==> config.mk <==
export PLATFORM = sky130hd
export DESIGN_NAME = ps2_rx_fifo
export DESIGN_NICKNAME = d
export VERILOG_FILES = /design/src/rtl/ps2_rx_fifo.sv
export SDC_FILE = /design/constraint.sdc
export NUM_CORES = 1
export LEC_CHECK = 0
export CAP_MARGIN = 25
export CORE_MARGIN = 2
export CORE_UTILIZATION = 24
export CTS_CLUSTER_SIZE = 40
export DETAILED_ROUTE_END_ITERATION = 10
export SYNTH_ARGS = -nofsm -noshare
export SYNTH_HDL_FRONTEND = slang
export SYNTH_SLANG_ARGS = --single-unit
==> constraint.sdc <==
create_clock -name clk -period 2.65 [get_ports clk]
set_input_delay 0.795 -clock clk [delete_from_list [all_inputs] [get_ports clk]]
set_output_delay 0.795 -clock clk [all_outputs]
set_load 0.02 [all_outputs]
==> src/rtl/ps2_rx_fifo.sv <==
// PS/2 keyboard receiver: synchronises the raw PS/2 lines, deserialises 11-bit frames
// and queues valid scan codes in a small FIFO drained by a ready / active-low pop handshake.
module ps2_rx_fifo #(
    parameter int FIFO_AW = 3,
    parameter int TIMEOUT = 50000
) (
    input  logic       clk,
    input  logic       clrn,
    input  logic       ps2_clk,
    input  logic       ps2_data,
    input  logic       nextdata_n,
    output logic [7:0] data,
    output logic       ready,
    output logic       overflow,
    output logic       frame_err
);

    localparam int DEPTH = 1 << FIFO_AW;
    localparam int TW    = $clog2(TIMEOUT + 1);
    localparam logic [TW-1:0] TO_LAST = TW'(TIMEOUT - 1);

    logic [2:0]       clk_sync;
    logic [1:0]       dat_sync;
    logic [3:0]       bit_cnt;
    logic [9:0]       frame;
    logic [TW-1:0]    to_cnt;
    logic [FIFO_AW:0] w_ptr;
    logic [FIFO_AW:0] r_ptr;
    logic [7:0]       mem [DEPTH];

    logic fall;
    logic frame_done;
    logic frame_ok;
    logic empty;
    logic full;
    logic push;
    logic pop;

    // Falling edge of the synchronised PS/2 clock: oldest sample high, next one low.
    assign fall       = clk_sync[2] & ~clk_sync[1];
    assign frame_done = fall && (bit_cnt == 4'd10);
    // frame[0] is the start bit, frame[8:1] the byte, frame[9] odd parity; the stop bit is live.
    assign frame_ok   = ~frame[0] & dat_sync[1] & (^frame[9:1]);

    assign empty = (w_ptr == r_ptr);
    assign full  = (w_ptr[FIFO_AW] != r_ptr[FIFO_AW]) &&
                   (w_ptr[FIFO_AW-1:0] == r_ptr[FIFO_AW-1:0]);
    assign push  = frame_done & frame_ok & ~full;
    assign pop   = ~nextdata_n & ~empty;

    assign ready = ~empty;
    assign data  = empty ? 8'h00 : mem[r_ptr[FIFO_AW-1:0]];

    always_ff @(posedge clk or negedge clrn) begin
        if (!clrn) begin
            clk_sync  <= 3'b111;
            dat_sync  <= 2'b11;
            bit_cnt   <= 4'd0;
            frame     <= 10'd0;
            to_cnt    <= '0;
            frame_err <= 1'b0;
        end else begin
            clk_sync  <= {clk_sync[1:0], ps2_clk};
            dat_sync  <= {dat_sync[0], ps2_data};
            frame_err <= frame_done & ~frame_ok;
            if (fall) begin
                to_cnt <= '0;
                if (bit_cnt == 4'd10) begin
                    bit_cnt <= 4'd0;
                end else begin
                    frame[bit_cnt] <= dat_sync[1];
                    bit_cnt        <= bit_cnt + 4'd1;
                end
            end else if (bit_cnt != 4'd0) begin
                // A stalled partial frame is dropped silently so the next frame starts clean.
                if (to_cnt == TO_LAST) begin
                    bit_cnt <= 4'd0;
                    to_cnt  <= '0;
                end else begin
                    to_cnt <= to_cnt + TW'(1);
                end
            end else begin
                to_cnt <= '0;
            end
        end
    end

    always_ff @(posedge clk or negedge clrn) begin
        if (!clrn) begin
            w_ptr    <= '0;
            r_ptr    <= '0;
            overflow <= 1'b0;
        end else begin
            if (push) w_ptr <= w_ptr + 1'b1;
            if (pop)  r_ptr <= r_ptr + 1'b1;
            // Full is judged before this cycle's pop, so a drop wins over a same-cycle clear.
            if (frame_done && frame_ok && full) overflow <= 1'b1;
            else if (pop)                        overflow <= 1'b0;
        end
    end

    always_ff @(posedge clk) begin
        if (push) mem[w_ptr[FIFO_AW-1:0]] <= frame[8:1];
    end

endmodule

After elaboration in Yosys (flattened, before gate mapping)
Memory sizes are Yosys's and may differ from the RTL's.
Index checks and enable logic that the tools add are counted.
- logic and storage cells: 62
- input bits: 5
- memory bits (writable): 64
- memories kept: 1
- flip-flop bits (word level): 45
- multiplexer cells: 15
- bitwise operators: 14
- $add $sub $neg: 4
- order comparisons: 2
- equality and inequality tests: 5
- reductions and logical operators: 12
- memory list (memory ; depth ; bits a word ; rd ports ; clocked after Yosys merged registers in ; write ports ; RTL line ; text):
    mem ; 8 ; 8 ; 1 ; 0 ; 1 ; 29 ; logic [7:0] mem [DEPTH];
- operators with widths (operator ; number):
    16-bit 2-to-1 mux ; 3
    16-bit by 1-bit adder with 16-bit output (second input constant) ; 1
    16-bit equality test (second input constant) ; 1
    4-bit 2-to-1 mux ; 4
    4-bit by 1-bit adder with 4-bit output (second input constant) ; 3
    10-bit bitwise mux ; 1
    9-bit parity ; 1
    8-bit 2-to-1 mux ; 1
    1-bit AND ; 7
    1-bit NOT ; 7
    2-bit nonzero test ; 3
    1-bit logical AND ; 5
    4-bit by 5-bit less-than comparator with 1-bit output (second input constant) ; 1
    1-bit 2-to-1 mux ; 5
    1-bit demux with 4-bit select ; 1
    4-bit equality test ; 1
    4-bit equality test (second input constant) ; 1
    4-bit by 1-bit >= comparator with 1-bit output (second input constant) ; 1
    2-bit AND reduction ; 2
    4-bit nonzero test ; 1
    3-bit equality test ; 1
    1-bit inequality test ; 1

Longest topological paths before layout
- word-level depth: 7
- depth in mapped cells: 7
- mapped depth without buffers: 6

Least setup slack after synthesis
Ideal clock, no wire load.
- path type: reg-to-reg
- from: register frame[3]
- to: memory mem[4][0] (enable)
- required time: 2255 ps
- period minus slack after synthesis: 2644 ps
- cell stages (with the launch flop): 6
- setup slack: 6 ps
- buffers on the path: 0
- data arrival time: 2250 ps
- cells stage by stage: dfrtp_1 -> xnor2_1 -> xnor3_2 -> xnor2_4 -> nand2_4 -> nor4_1
- word-level cells in the longest chain between the ends: 6
- RTL lines (item ; RTL line ; text):
    from (decl) ; 25 ; logic [9:0] frame;
    from (signal, indexed assignment) ; 71 ; frame[bit_cnt] <= dat_sync[1];
    9-bit parity ; 43 ; assign frame_ok = ~frame[0] & dat_sync[1] & (^frame[9:1]);
    1-bit AND ; 43 ;
    1-bit AND (2 in a row) ; 48 ; assign push = frame_done & frame_ok & ~full;
    1-bit 2-to-1 mux ; 103 ; if (push) mem[w_ptr[FIFO_AW-1:0]] <= frame[8:1];
    1-bit 2-to-1 mux (not written as such) ; 103 ;
    to (decl) ; 29 ;
No other way between the ends.

Worst setup path in the final report
- from: register r_ptr[0]
- to: output data[6]
- word-level cells in the longest chain between the ends: 2
- elaborated cells on any way between the ends: 3
- those cells by class: eq/ne: 1; mux: 1; memory: 1
- RTL lines (item ; RTL line ; text):
    from (decl) ; 28 ; logic [FIFO_AW:0] r_ptr;
    from (signal assigned) ; 95 ; if (pop) r_ptr <= r_ptr + 1'b1;
    memory 8 x 8 bit or 4-bit equality test (tied branches) ; n/a ;
    8-bit 2-to-1 mux * ; 52 ; assign data = empty ? 8'h00 : mem[r_ptr[FIFO_AW-1:0]];
    to (decl) ; 12 ; output logic [7:0] data,
Every way passes the cells marked *; elsewhere a longest branch is shown, timed or not.

==> flow_summary.toml <==
[status]
status = "complete, but fails checks"
violations = "setup timing"

[synthesis]
ys_seq_elements = 109
seq_area_frac_synth = 0.655
syn_inst = 312
syn_avg_cell_area_um2 = 14.9
yosys_warnings = 0
synth_commonest_cells = "64 x edfxtp_1, 40 x dfrtp_1, 29 x nor2_1"
synth_edf_count = 64
ys_types = 43
syn_nets = 320
synth.top_cell.area_share = 0.412
yosysTopAreaCell = "edfxtp_1"
synth_area_um2 = 4660
synth-async-reset-ratio = 0.413
synth.area.top_cells = "edfxtp_1 41%, dfrtp_1 21%, mux4_2 7.7%, dfstp_2 2.8%, xnor2_1 2.8%"
synth.most_common_cell = "edfxtp_1"
synth_ff_type = "edfxtp_1"

[floorplanning]
die_y_um = 143
dieWidth_um = 143
core-area_um2 = 18900
initial_core_util = 0.247
dieArea_um2 = 20500
rows = 50
pin_count = 16

[drt]
drcViolationCount = 0
wl_per_cell_um = 14.1
first_iter_violations = 161
vias = 2595
viasPerCell = 4.17
wl_mm = 8.74
dr.pass1.iters = 4
ant_nets = 0

[timing]
slew_headroom = 0.589
drv_slew = 0
finalCriticalPeriod_ns = 2.68
fin_worst_skew_ns = 0.00906
fin_tns_setup_ns = -0.0832
fin_crit_sh = 1.01
max_freq_mhz = 374
rsz0062_at_grt = "true"
worstMarginPinSlew_ns = 0.611
setup_slack_ns = -0.0255
finalSetupViolations = 4
hold_viol = 0

[clock_tree]
cts_hold_buf = 0
cts_sinks = 109
tritoncts = "yes"
clk_pin_slew_ns = 0.08
clockRootBuffer = "clkbuf_16"
clock_latency_ns = 0.35
cts_buffers = 9
clockBufferDepth = 2
htreeDepth = 3

[worst_setup_path]
worstPathCellList = "buf_6 -> xor2_2 -> nor4b_4 -> buf_4 -> buf_6 -> nor2_1 -> buf_4"
crit_path_max_fanout = 4
worst_ep_arrival_time_ns = 1.88
r2r_cells = 6
slowest_delay_ns = 0.44
cp-end-kind = "output pin"
startpoint_type = "flop"
worstSetupPathType = "reg -> out"
slowest_stage = "dfrtp_2"
cp.required_ns = 1.86

[job]
maxCapViolations = 0

[hold_path]
holdCritPathClass = "reg -> reg"
hold_depth = 0

[power]
vdd_drop_max_uv = 390
leakage_nw = 2.12
internal-power_w = 0.00376
p_switching_w = 0.00183
combPwrFrac = 0.356
p_per_area_nw_per_um2 = 988
seqPwrFrac = 0.410
pwr-share-clk = 0.233
switching_share = 0.327

[global_routing]
grt_max_degree = 46
grt_pass1_vias = 2717
grt_usage = 0.0940
antenna_found_initial = 0
grt_first_pass_wirelength_mm = 14.6
overflow = 0

[finish]
n_fill_cell = 1929
syn_to_final_growth_pct = 21.3
register_area_um2 = 3060
final_area_um2 = 5650
multi_input_area_um2 = 1540
final_nets = 365
n_antenna_cell = 0
drive_gt1_frac = 0.290

[place]
place_congestion = 0.747
place_area_um2 = 5250
pre_cts_slack_ns = -0.0727
port_buffers = 15
place_hpwl_mm = 5.80
cell type report:
| class | instances | share of cell area |
|---|---|---|
| Sequential cell | 109 | 0.541 |
| Multi-Input combinational cell | 181 | 0.272 |
| Timing Repair Buffer | 48 | 0.0728 |
| Tap cell | 260 | 0.0576 |
| Clock buffer | 9 | 0.0398 |
| Clock inverter | 7 | 0.0120 |
| Inverter | 8 | 0.00531 |
path summary, 6_finish.rpt:
path | from | end | slack (ns)
worst max-delay path | r_ptr[0] | data[6] | -0.03
worst min-delay path | dat_sync[0] | dat_sync[1] | 0.36
worst max register to register | frame[6] | mem[6][0] | 0.19
worst min register to register | dat_sync[0] | dat_sync[1] | 0.36
max in group asynchronous | clrn | r_ptr[0] | 1.72
min in group asynchronous | clrn | to_cnt[9] | 0.52
logic make-up after synthesis:
logic type	count (synthesis)	share of synthesized area
buffers and inverters	22	0.0209
AND/OR/NAND/NOR	97	0.104
multiplexers	36	0.124
flip-flops	109	0.655
adder cells (fa/ha/maj)	3	0.00806
XOR/XNOR	31	0.0671
AO/OA/AOI/OAI	14	0.0199
per-layer routing:
layer	routed length [um]	GRT usage	vias up
met2	4160	0.154	51
met1	3960	0.120	1299
met3	431	0.0250	12
met5	0	0	-
li1	-	-	1233
met4	182	0.0356	0
worst max-delay path: cells and delay by family (launching register included):
family / cells / cell delay, ns
DFF: 1 / 0.44
buffers and inverters: 4 / 0.58
xor gates and xnor gates: 1 / 0.18
and+or+nand+nor: 2 / 0.31
cell usage in the layout (no fill, tap or decap), types with 2 or more instances in the layout:
cell / count
mux4_2: 16
nand2_1: 22
buf_12: 2
buf_2: 5
clkbuf_16: 9
nor2b_1: 5
nand3_1: 8
dfstp_2: 5
nand4_1: 3
edfxtp_1: 64
a21o_1: 2
nor3_1: 7
inv_6: 2
xnor2_1: 15
dfrtp_1: 39
o21ai_0: 5
xor2_1: 12
buf_6: 5
ha_1: 3
nor2_1: 29
and3_1: 2
mux2_2: 11
clkinv_4: 2
nand2b_1: 2
nor4_1: 10
a21oi_1: 3
inv_1: 8
mux2i_1: 8
buf_4: 30
clkdlybuf4s50_1: 5
sequential cells by signal (all words and copies together), names as in the netlist:
name       count
w_ptr          4
overflow       1
bit_cnt        4
to_cnt        16
mem           64
frame         10
clk_sync       3
dat_sync       2
frame_err      1
r_ptr          4
metrics by stage:
stage | utilization | hold slack [ns] | instances | power (W)
floorplan | - | 0.345 | 312 | 0.00360
global placement | 0.278 | 0.347 | 595 | 0.00418
detailed placement | 0.278 | 0.347 | 595 | 0.00422
CTS | 0.298 | 0.358 | 620 | 0.00562
global route | 0.299 | 0.366 | 622 | 0.00592
finish | 0.299 | 0.357 | 622 | 0.00558
what timing repair did:
action,4_1_cts,5_1_grt
buffers inserted,8,3
gates cloned,1,0
pin swaps,1,0
setup endpoints to repair,16,9
gates resized for setup,50,5
power by group through the flow:
stage                     clock, W  sequential [W]  combinational, W
after floorplan                  0         0.00222           0.00138
after global placement           0         0.00231           0.00187
after detailed placement         0         0.00233           0.00190
after CTS                  0.00135         0.00230           0.00198
after global routing       0.00141         0.00233           0.00218
final                      0.00130         0.00229           0.00199
Note: power is estimated with default switching activity, not from simulation.
